<file path="config.mk">
export PLATFORM = sky130hd
export DESIGN_NAME = instr_decode_stage
export DESIGN_NICKNAME = d
export VERILOG_FILES = /design/src/rtl/instr_decode_stage.sv
export SDC_FILE = /design/constraint.sdc
export NUM_CORES = 1
export LEC_CHECK = 0
export CAP_MARGIN = 20
export CORE_ASPECT_RATIO = 0.8
export CORE_MARGIN = 2
export CORE_UTILIZATION = 44
export DETAILED_ROUTE_END_ITERATION = 8
export GPL_TIMING_DRIVEN = 0
export PLACE_DENSITY = 0.87
export SYNTH_ARGS = -nofsm -noshare
export SYNTH_HDL_FRONTEND = slang
export SYNTH_SLANG_ARGS = --single-unit
</file>
<file path="constraint.sdc">
create_clock -name clk -period 1.9 [get_ports clk]
set_clock_uncertainty 0.15 [all_clocks]
set_input_delay 0.19 -clock clk [delete_from_list [all_inputs] [get_ports clk]]
set_output_delay 0.19 -clock clk [all_outputs]
set_load 0.005 [all_outputs]
</file>
<file path="src/rtl/instr_decode_stage.sv">
// Instruction decode pipeline stage: slices an instruction into a registered operand bundle
// and inserts a single bubble when an incoming instruction reads the register a held LDPX loads.
module instr_decode_stage #(
   parameter  int ARQ       = 16,
   parameter  int REG_BITS  = 3,
   parameter  int CNT_W     = 8,
   localparam int ADDR_BITS = ARQ - 3,
   localparam int IMM_BITS  = ARQ - 3 - REG_BITS
) (
   input  logic                 clk,
   input  logic                 rst_n,
   input  logic                 in_valid,
   output logic                 in_ready,
   input  logic [ARQ-1:0]       instr,
   input  logic                 flush,
   output logic                 out_valid,
   input  logic                 out_ready,
   output logic [2:0]           opcode,
   output logic [REG_BITS-1:0]  srcdest,
   output logic [REG_BITS-1:0]  src1,
   output logic [REG_BITS-1:0]  src2,
   output logic [ADDR_BITS-1:0] addr,
   output logic [IMM_BITS-1:0]  imm,
   output logic                 jop_lsb,
   output logic                 rd_src1,
   output logic                 rd_src2,
   output logic [CNT_W-1:0]     stall_cnt
);

   localparam logic [2:0] OP_SET   = 3'b000;
   localparam logic [2:0] OP_LDPX  = 3'b001;
   localparam logic [2:0] OP_MODEX = 3'b010;
   localparam logic [2:0] OP_STPX  = 3'b011;
   localparam logic [2:0] OP_CMPEQ = 3'b100;
   localparam logic [2:0] OP_JEQ   = 3'b101;
   localparam logic [2:0] OP_J     = 3'b110;
   localparam logic [2:0] OP_ADD   = 3'b111;

   typedef struct packed {
      logic [2:0]           opcode;
      logic [REG_BITS-1:0]  srcdest;
      logic [REG_BITS-1:0]  src1;
      logic [REG_BITS-1:0]  src2;
      logic [ADDR_BITS-1:0] addr;
      logic [IMM_BITS-1:0]  imm;
      logic                 jop_lsb;
      logic                 rd_src1;
      logic                 rd_src2;
   } bundle_t;

   localparam bundle_t BUNDLE_ZERO = {$bits(bundle_t){1'b0}};

   logic [REG_BITS-1:0] fld_d_s;
   logic [REG_BITS-1:0] fld_s1_s;
   logic [REG_BITS-1:0] fld_s2_s;
   bundle_t             dec_s;
   logic                hazard_s;

   bundle_t             bundle_d;
   bundle_t             bundle_q;
   logic                out_valid_d;
   logic                out_valid_q;
   logic [CNT_W-1:0]    stall_cnt_d;
   logic [CNT_W-1:0]    stall_cnt_q;

   assign fld_d_s  = instr[ARQ-4 -: REG_BITS];
   assign fld_s1_s = instr[ARQ-4-REG_BITS -: REG_BITS];
   assign fld_s2_s = instr[ARQ-4-2*REG_BITS -: REG_BITS];

   // Decode the incoming word; every field an opcode does not use stays zero.
   always_comb begin
      dec_s        = BUNDLE_ZERO;
      dec_s.opcode = instr[ARQ-1 -: 3];
      case (instr[ARQ-1 -: 3])
         OP_MODEX, OP_CMPEQ: begin
            dec_s.srcdest = fld_d_s;
            dec_s.src1    = fld_s1_s;
            dec_s.src2    = fld_s2_s;
            dec_s.rd_src1 = 1'b1;
            dec_s.rd_src2 = 1'b1;
         end
         OP_LDPX, OP_STPX: begin
            dec_s.srcdest = fld_d_s;
            dec_s.src1    = fld_s1_s;
            dec_s.rd_src1 = 1'b1;
         end
         OP_JEQ, OP_J: begin
            dec_s.addr    = instr[ADDR_BITS-1:0];
            dec_s.jop_lsb = instr[ARQ-3];
         end
         OP_SET, OP_ADD: begin
            dec_s.srcdest = fld_d_s;
            dec_s.src1    = fld_d_s;
            dec_s.imm     = instr[IMM_BITS-1:0];
            dec_s.rd_src1 = 1'b1;
         end
         default: begin
            dec_s = BUNDLE_ZERO;
         end
      endcase
   end

   // Load-use hazard: a held LDPX whose destination the incoming instruction reads.
   always_comb begin
      hazard_s = 1'b0;
      if (out_valid_q && (bundle_q.opcode == OP_LDPX) && in_valid) begin
         hazard_s = (dec_s.rd_src1 && (dec_s.src1 == bundle_q.srcdest)) ||
                    (dec_s.rd_src2 && (dec_s.src2 == bundle_q.srcdest));
      end else begin
         hazard_s = 1'b0;
      end
   end

   assign in_ready = !flush && !hazard_s && (!out_valid_q || out_ready);

   // Output register next state: flush beats hazard, hazard beats a normal transfer.
   always_comb begin
      bundle_d    = bundle_q;
      out_valid_d = out_valid_q;
      stall_cnt_d = stall_cnt_q;
      if (flush) begin
         bundle_d    = BUNDLE_ZERO;
         out_valid_d = 1'b0;
      end else if (hazard_s) begin
         if (out_ready) begin
            bundle_d    = BUNDLE_ZERO;
            out_valid_d = 1'b0;
            stall_cnt_d = (stall_cnt_q == {CNT_W{1'b1}}) ? stall_cnt_q : stall_cnt_q + CNT_W'(1);
         end else begin
            bundle_d    = bundle_q;
            out_valid_d = out_valid_q;
         end
      end else if (in_valid && in_ready) begin
         bundle_d    = dec_s;
         out_valid_d = 1'b1;
      end else if (out_ready) begin
         // Drained with nothing behind it: keep fields zero whenever the bundle is invalid.
         bundle_d    = BUNDLE_ZERO;
         out_valid_d = 1'b0;
      end else begin
         bundle_d    = bundle_q;
         out_valid_d = out_valid_q;
      end
   end

   // Output bundle and stall counter registers.
   always_ff @(posedge clk or negedge rst_n) begin
      if (!rst_n) begin
         bundle_q    <= BUNDLE_ZERO;
         out_valid_q <= 1'b0;
         stall_cnt_q <= {CNT_W{1'b0}};
      end else begin
         bundle_q    <= bundle_d;
         out_valid_q <= out_valid_d;
         stall_cnt_q <= stall_cnt_d;
      end
   end

   assign out_valid = out_valid_q;
   assign opcode    = bundle_q.opcode;
   assign srcdest   = bundle_q.srcdest;
   assign src1      = bundle_q.src1;
   assign src2      = bundle_q.src2;
   assign addr      = bundle_q.addr;
   assign imm       = bundle_q.imm;
   assign jop_lsb   = bundle_q.jop_lsb;
   assign rd_src1   = bundle_q.rd_src1;
   assign rd_src2   = bundle_q.rd_src2;
   assign stall_cnt = stall_cnt_q;

endmodule

</file>
==> results of run 1 <==
==> per-layer routing <==
metal | vias to the layer above | track usage, % | wire, um
met5 | - | 0 | 0
met4 | 0 | 5.22 | 96
met3 | 11 | 4.21 | 479
met2 | 108 | 36.3 | 3770
met1 | 1203 | 29.9 | 3490
li1 | 1146 | - | -
==> synthesized netlist by cell type (all sizes together), types with 2 or more instances <==
library cell	instances	area [sq um]
xnor2	10	87.6
or3	3	18.8
a211oi	2	20.0
clkbuf	7	26.3
nand2b	3	18.8
nand4	3	18.8
nor2b	13	81.3
a31oi	4	25.0
inv	6	22.5
nor2	8	37.5
or2	2	12.5
nand2	77	289
o21ai	2	10.0
buf	10	97.6
dfrtp	47	1180
o21a	5	37.5
a211o	2	17.5
and2	2	15.0
a221oi	2	41.3
mux2i	38	380
a21o	4	30.0
nand3	7	35.0
nor3	7	40.0
a21oi	4	20.0
==> timing repair <==
action	in CTS	in global routing
gates cloned	1	2
resized for setup	16	33
hold buffers	2	0
setup buffers	7	10
hold endpoints to repair	23	0
endpoints found under the setup margin	48	48
pin swaps	4	12
==> state kept, by name, indices dropped and copies added (netlist names) <==
name,count
stall_cnt,8
rd_src1,1
src2,3
addr,13
src1,3
rd_src2,1
imm,10
out_valid,1
jop_lsb,1
opcode,3
srcdest,3
==> cells by family (layout without fill, tap and decap cells) <==
kind of cell / Yosys count / count (layout) / synth area share, %
AO/OA/AOI/OAI: 30 / 30 / 9.20
adder cells (fa/ha/maj): 1 / 1 / 0.467
flip-flops: 47 / 47 / 43.9
buffers and inverters: 23 / 118 / 5.46
XOR/XNOR: 11 / 11 / 3.59
multiplexers: 39 / 39 / 14.6
AND/OR/NAND/NOR: 129 / 129 / 22.8
==> area by class of cell <==
class / count / area (sq um) / share of cell area (%)
Clock inverter: 2 / 12.5 / 0.319
Multi-Input combinational cell: 210 / 1450 / 36.9
Tap cell: 81 / 101 / 2.59
Inverter: 6 / 22.5 / 0.575
Clock buffer: 6 / 72.6 / 1.85
Sequential cell: 47 / 1180 / 30.1
Timing Repair Buffer: 88 / 937 / 23.9
Buffer: 16 / 149 / 3.80
==> power groups by stage <==
stage / sequential (uW) / clock [uW] / combinational (uW)
floorplan: 1060 / 0 / 198
detailed placement: 1060 / 0 / 362
global route: 1040 / 649 / 463
finish: 1040 / 615 / 433
global placement: 1060 / 0 / 348
CTS: 1040 / 621 / 392
==> stage by stage <==
step	hold WS, ps	utilization [%]	TNS [ps]	setup WS [ps]	power (uW)
finish	36.0	66.3	-14390	-447	2090
global route	72.3	66.3	-16560	-495	2150
CTS	28.9	62.6	-16900	-494	2050
detailed placement	83.2	58.7	-28510	-906	1420
global placement	319	58.3	-67280	-899	1410
floorplan	-256	-	-1890	-93.3	1250
==> worst paths after layout <==
path | endpoint | slack [ps]
max reg2reg | addr[5] | -390
min in group asynchronous | stall_cnt[4] | 270
min reg2reg | stall_cnt[6] | 360
min | opcode[0] | 40
max in group asynchronous | addr[6] | 800
max | in_ready | -450
==> critical path, delay by kind of cell (launching register included) <==
family,cells,cell delay [ps]
buffers and inverters,2,220
AO/OA/AOI/OAI,1,270
flip-flops,1,400
AND/OR/NAND/NOR,5,830
==> impl_metrics.toml, run 1 <==
[critical_path]
ff2ff_path_depth = 9
cp_cell_sequence = "nand3b_1 -> or3_1 -> a211o_1 -> nand2_2 -> buf_6 -> nand2_4 -> and3_4 -> buf_6"
cp-start-kind = "flop"
cp.required_ps = 1560
worst_ep_arrival_time_ps = 2010
critical_path.most_common_cell = "buf_6"
cp_max_fo = 3
r2r-start = "opcode[1]"
cp-end-kind = "output pin"
critPathMaxStageDelay_ps = 400
crit_path_start = "opcode[1]"
slowest_stage = "dfrtp_1"
criticalPathCategory = "reg -> out"

[synth]
synth_warnings = 0
ys_ff_latch = 47
postSynthCellCount = 280
synth.distinct_cells = 44
synth_area_sq_um = 2680
syn_nets = 302
synth_ff_type = "dfrtp_1"
syn_area_per_cell_sq_um = 9.57
synth_edf_count = 0
async_flop_share_pct = 100
yosysSeqAreaShare_pct = 43.9

[detailed_routing]
drt_iter0_markers = 219
drc = 0
dr_total_vias = 2468
first_pass_iters = 5
antenna_left = 0
avgRoutedWirePerCell_um = 17.2
drt-total-wl_mm = 7.84
viasPerCell = 5.41

[worst_hold_path]
worstHoldStart = "instr[13]"
hp-class = "in -> reg"
hold_depth = 3

[final_layout]
fillers = 444
diodes = 0
layout.nets = 396
final_common_cell = "nand2_1"
instances_no_fill = 456
area_delta_synth_final_pct = 46.2
layout_common_cells = "nand2_1, clkdlybuf4s50_1, dfrtp_1, mux2i_1"
final_cell_area_sq_um = 3920
drive_gt1_share_pct = 17.9

[floorplanning]
top_level_ports = 69
die_h_um = 73.8
coreArea_sq_um = 5910
die_area_sq_um = 6740
num_rows = 25
start_util_pct = 45.3
die_w_um = 91.3

[outcome]
violations = "setup timing"
outcome = "finished, violations left"

[sta]
max_freq_ghz = 0.426
grt_setup_unrepaired = "yes"
fin_crit_sh_pct = 124
setup_viol = 48
hold_viol_final = 0
tightest_slew_ps = 609
drv_slew = 0
relSlewSlack_pct = 59.4
fin_ws_ps = -447
fin_crit_ps = 2350

[cts]
clkSlewWorstSetupHoldPaths_ps = 90
cts-root-buf = "clkbuf_8"
clock_latency_ps = 310
clock_sinks = 47
cts_tree = "done"
cts_buffers = 5
cts_max_path_buffers = 2
cts_htree_levels = 2

[grt]
grt.overflow.total = 0
grt_first_pass_wirelength_mm = 11.5
track_usage_pct = 21.9
grt_max_degree = 26
antenna_found_initial = 0
grt_pass1_vias = 2345

[placement]
dp_hpwl_mm = 5.05
gp_congestion = 0.912
place_inst = 427
place.port_buffers = 65
dpl_cell_area_sq_um = 3470

[power]
power_density_nw_per_um2 = 532
leakagePower_uw = 0.00181
power_frac_seq_pct = 49.7
p_int_uw = 1500
p_clk_share_pct = 29.5
switchingPower_uw = 590
switching_share_pct = 28.3
peakVddDrop_mv = 0.270
p_comb_share_pct = 20.8

[flow_run]
max_cap_viol_count = 0
(Power assumes the default switching activity.)
==> inputs of run 2 (changes only) <==
--- a/config.mk
+++ b/config.mk
@@ -7,7 +7,6 @@
 export LEC_CHECK = 0
 export CAP_MARGIN = 20
 export CORE_ASPECT_RATIO = 0.8
-export CORE_MARGIN = 2
 export CORE_UTILIZATION = 44
 export DETAILED_ROUTE_END_ITERATION = 8
 export GPL_TIMING_DRIVEN = 0
==> impl_metrics.toml, run 2 (synthesis results as in run 1) <==
[detailed_routing]
viasPerCell = 5.75
avgRoutedWirePerCell_um = 18.7
drc = 0
drt-total-wl_mm = 8.67
antenna_left = 0
first_pass_iters = 5
dr_total_vias = 2660
drt_iter0_markers = 237

[sta]
hold_slack_ps = 19.3
drv_slew = 0
relSlewSlack_pct = 65.6
fin_crit_sh_pct = 127
grt_setup_unrepaired = "yes"
max_freq_ghz = 0.415
fin_crit_ps = 2410
hold_viol_final = 0
fin_ws_ps = -509
setup_viol = 48
tightest_slew_ps = 516

[grt]
track_usage_pct = 25.3
antenna_found_initial = 0
grt.overflow.total = 0
grt_max_degree = 39
grt_first_pass_wirelength_mm = 12.1
grt_pass1_vias = 2499

[power]
leakagePower_uw = 0.00184
peakVddDrop_mv = 0.290
power_density_nw_per_um2 = 560
total_power_uw = 2280

[placement]
dp_hpwl_mm = 5.06
place.port_buffers = 65
place_ws_ps = -903
gp_congestion = 0.889

[critical_path]
cp-end-kind = "output pin"
criticalPathCategory = "reg -> out"
cp.required_ps = 1560
worst_ep_arrival_time_ps = 2070
ff2ff_path_depth = 9
cp-start-kind = "flop"
cp_max_fo = 3

[final_layout]
area_delta_synth_final_pct = 52.2
layout.nets = 403
layout_common_cells = "nand2_1, clkdlybuf4s50_1, dfrtp_1, mux2i_1, buf_4"
fillers = 443
final_common_cell = "nand2_1"
drive_gt1_share_pct = 22.5
largest_reg_flops = 13
utilization_pct = 69.4
diodes = 0

[floorplanning]
num_rows = 25
top_level_ports = 69
die_w_um = 89.3
die_area_sq_um = 6410
die_h_um = 71.8
coreArea_sq_um = 5880
start_util_pct = 45.6

[flow_run]
max_cap_viol_count = 0

[cts]
cts_buffers = 5
cts-root-buf = "clkbuf_8"
clock_latency_ps = 310
clock_sinks = 47
cts_htree_levels = 2
cts_max_path_buffers = 2
clkSlewWorstSetupHoldPaths_ps = 90
cts_tree = "done"

[outcome]
violations = "setup timing"
outcome = "finished, violations left"

[worst_hold_path]
hp-class = "in -> reg"
hold_depth = 3
run 2: final cells by class:
class / count / area, sq um / area share [%]
buffer: 16 / 154 / 3.77
multi-input combinational: 210 / 1540 / 37.7
timing repair buffer: 95 / 968 / 23.7
inverter: 6 / 22.5 / 0.552
clock buffer: 6 / 82.6 / 2.02
clock inverter: 2 / 35.0 / 0.859
tap: 81 / 101 / 2.48
sequential: 47 / 1180 / 28.9
run 2: worst max-delay path, cell delays in order (launching register included):
cell and delay (ps):
dfrtp_1 400, nand3b_1 220, or3_1 350, a211o_1 270, nand2_2 90, buf_6 110
nand2_2 50, and3_4 150, buf_6 110
run 2: final timing paths:
kind	end	slack [ps]	from
setup / recovery	in_ready	-510	opcode[1]
hold / removal	opcode[1]	20	instr[14]
setup reg to reg	addr[11]	-460	opcode[1]
hold reg to reg	stall_cnt[6]	350	stall_cnt[6]
max in group asynchronous	stall_cnt[1]	990	rst_n
min in group asynchronous	imm[3]	120	rst_n
run 2: what timing repair did:
item	in CTS	in global routing
buffers inserted	13	17
endpoints found under the setup margin	48	48
cloned	3	0
pin swaps	10	19
endpoints found under the hold margin	47	0
hold buffers	1	0
resized for setup	34	35
run 2: report_power, final:
part / switching [uW] / leakage [uW] / internal (uW)
Clock: 359 / 0.0000612 / 426
Sequential: 18.1 / 0.000639 / 1020
Combinational: 237 / 0.00114 / 223
run 2: per-layer routing:
metal  global-route usage [%]  wire length (um)
met2                     40.0              3990
met5                        0                 0
met3                     5.18               637
met4                     9.52               369
met1                     34.3              3670
run 2: stage by stage:
stage               area (sq um)  std cells  TNS, ps
detailed placement          3460        427   -28120
CTS                         3850        452   -15510
finish                      4080        463   -17060
floorplan                   2700        280    -1890
global placement            3450        426   -65870
global route                4080        463   -20870
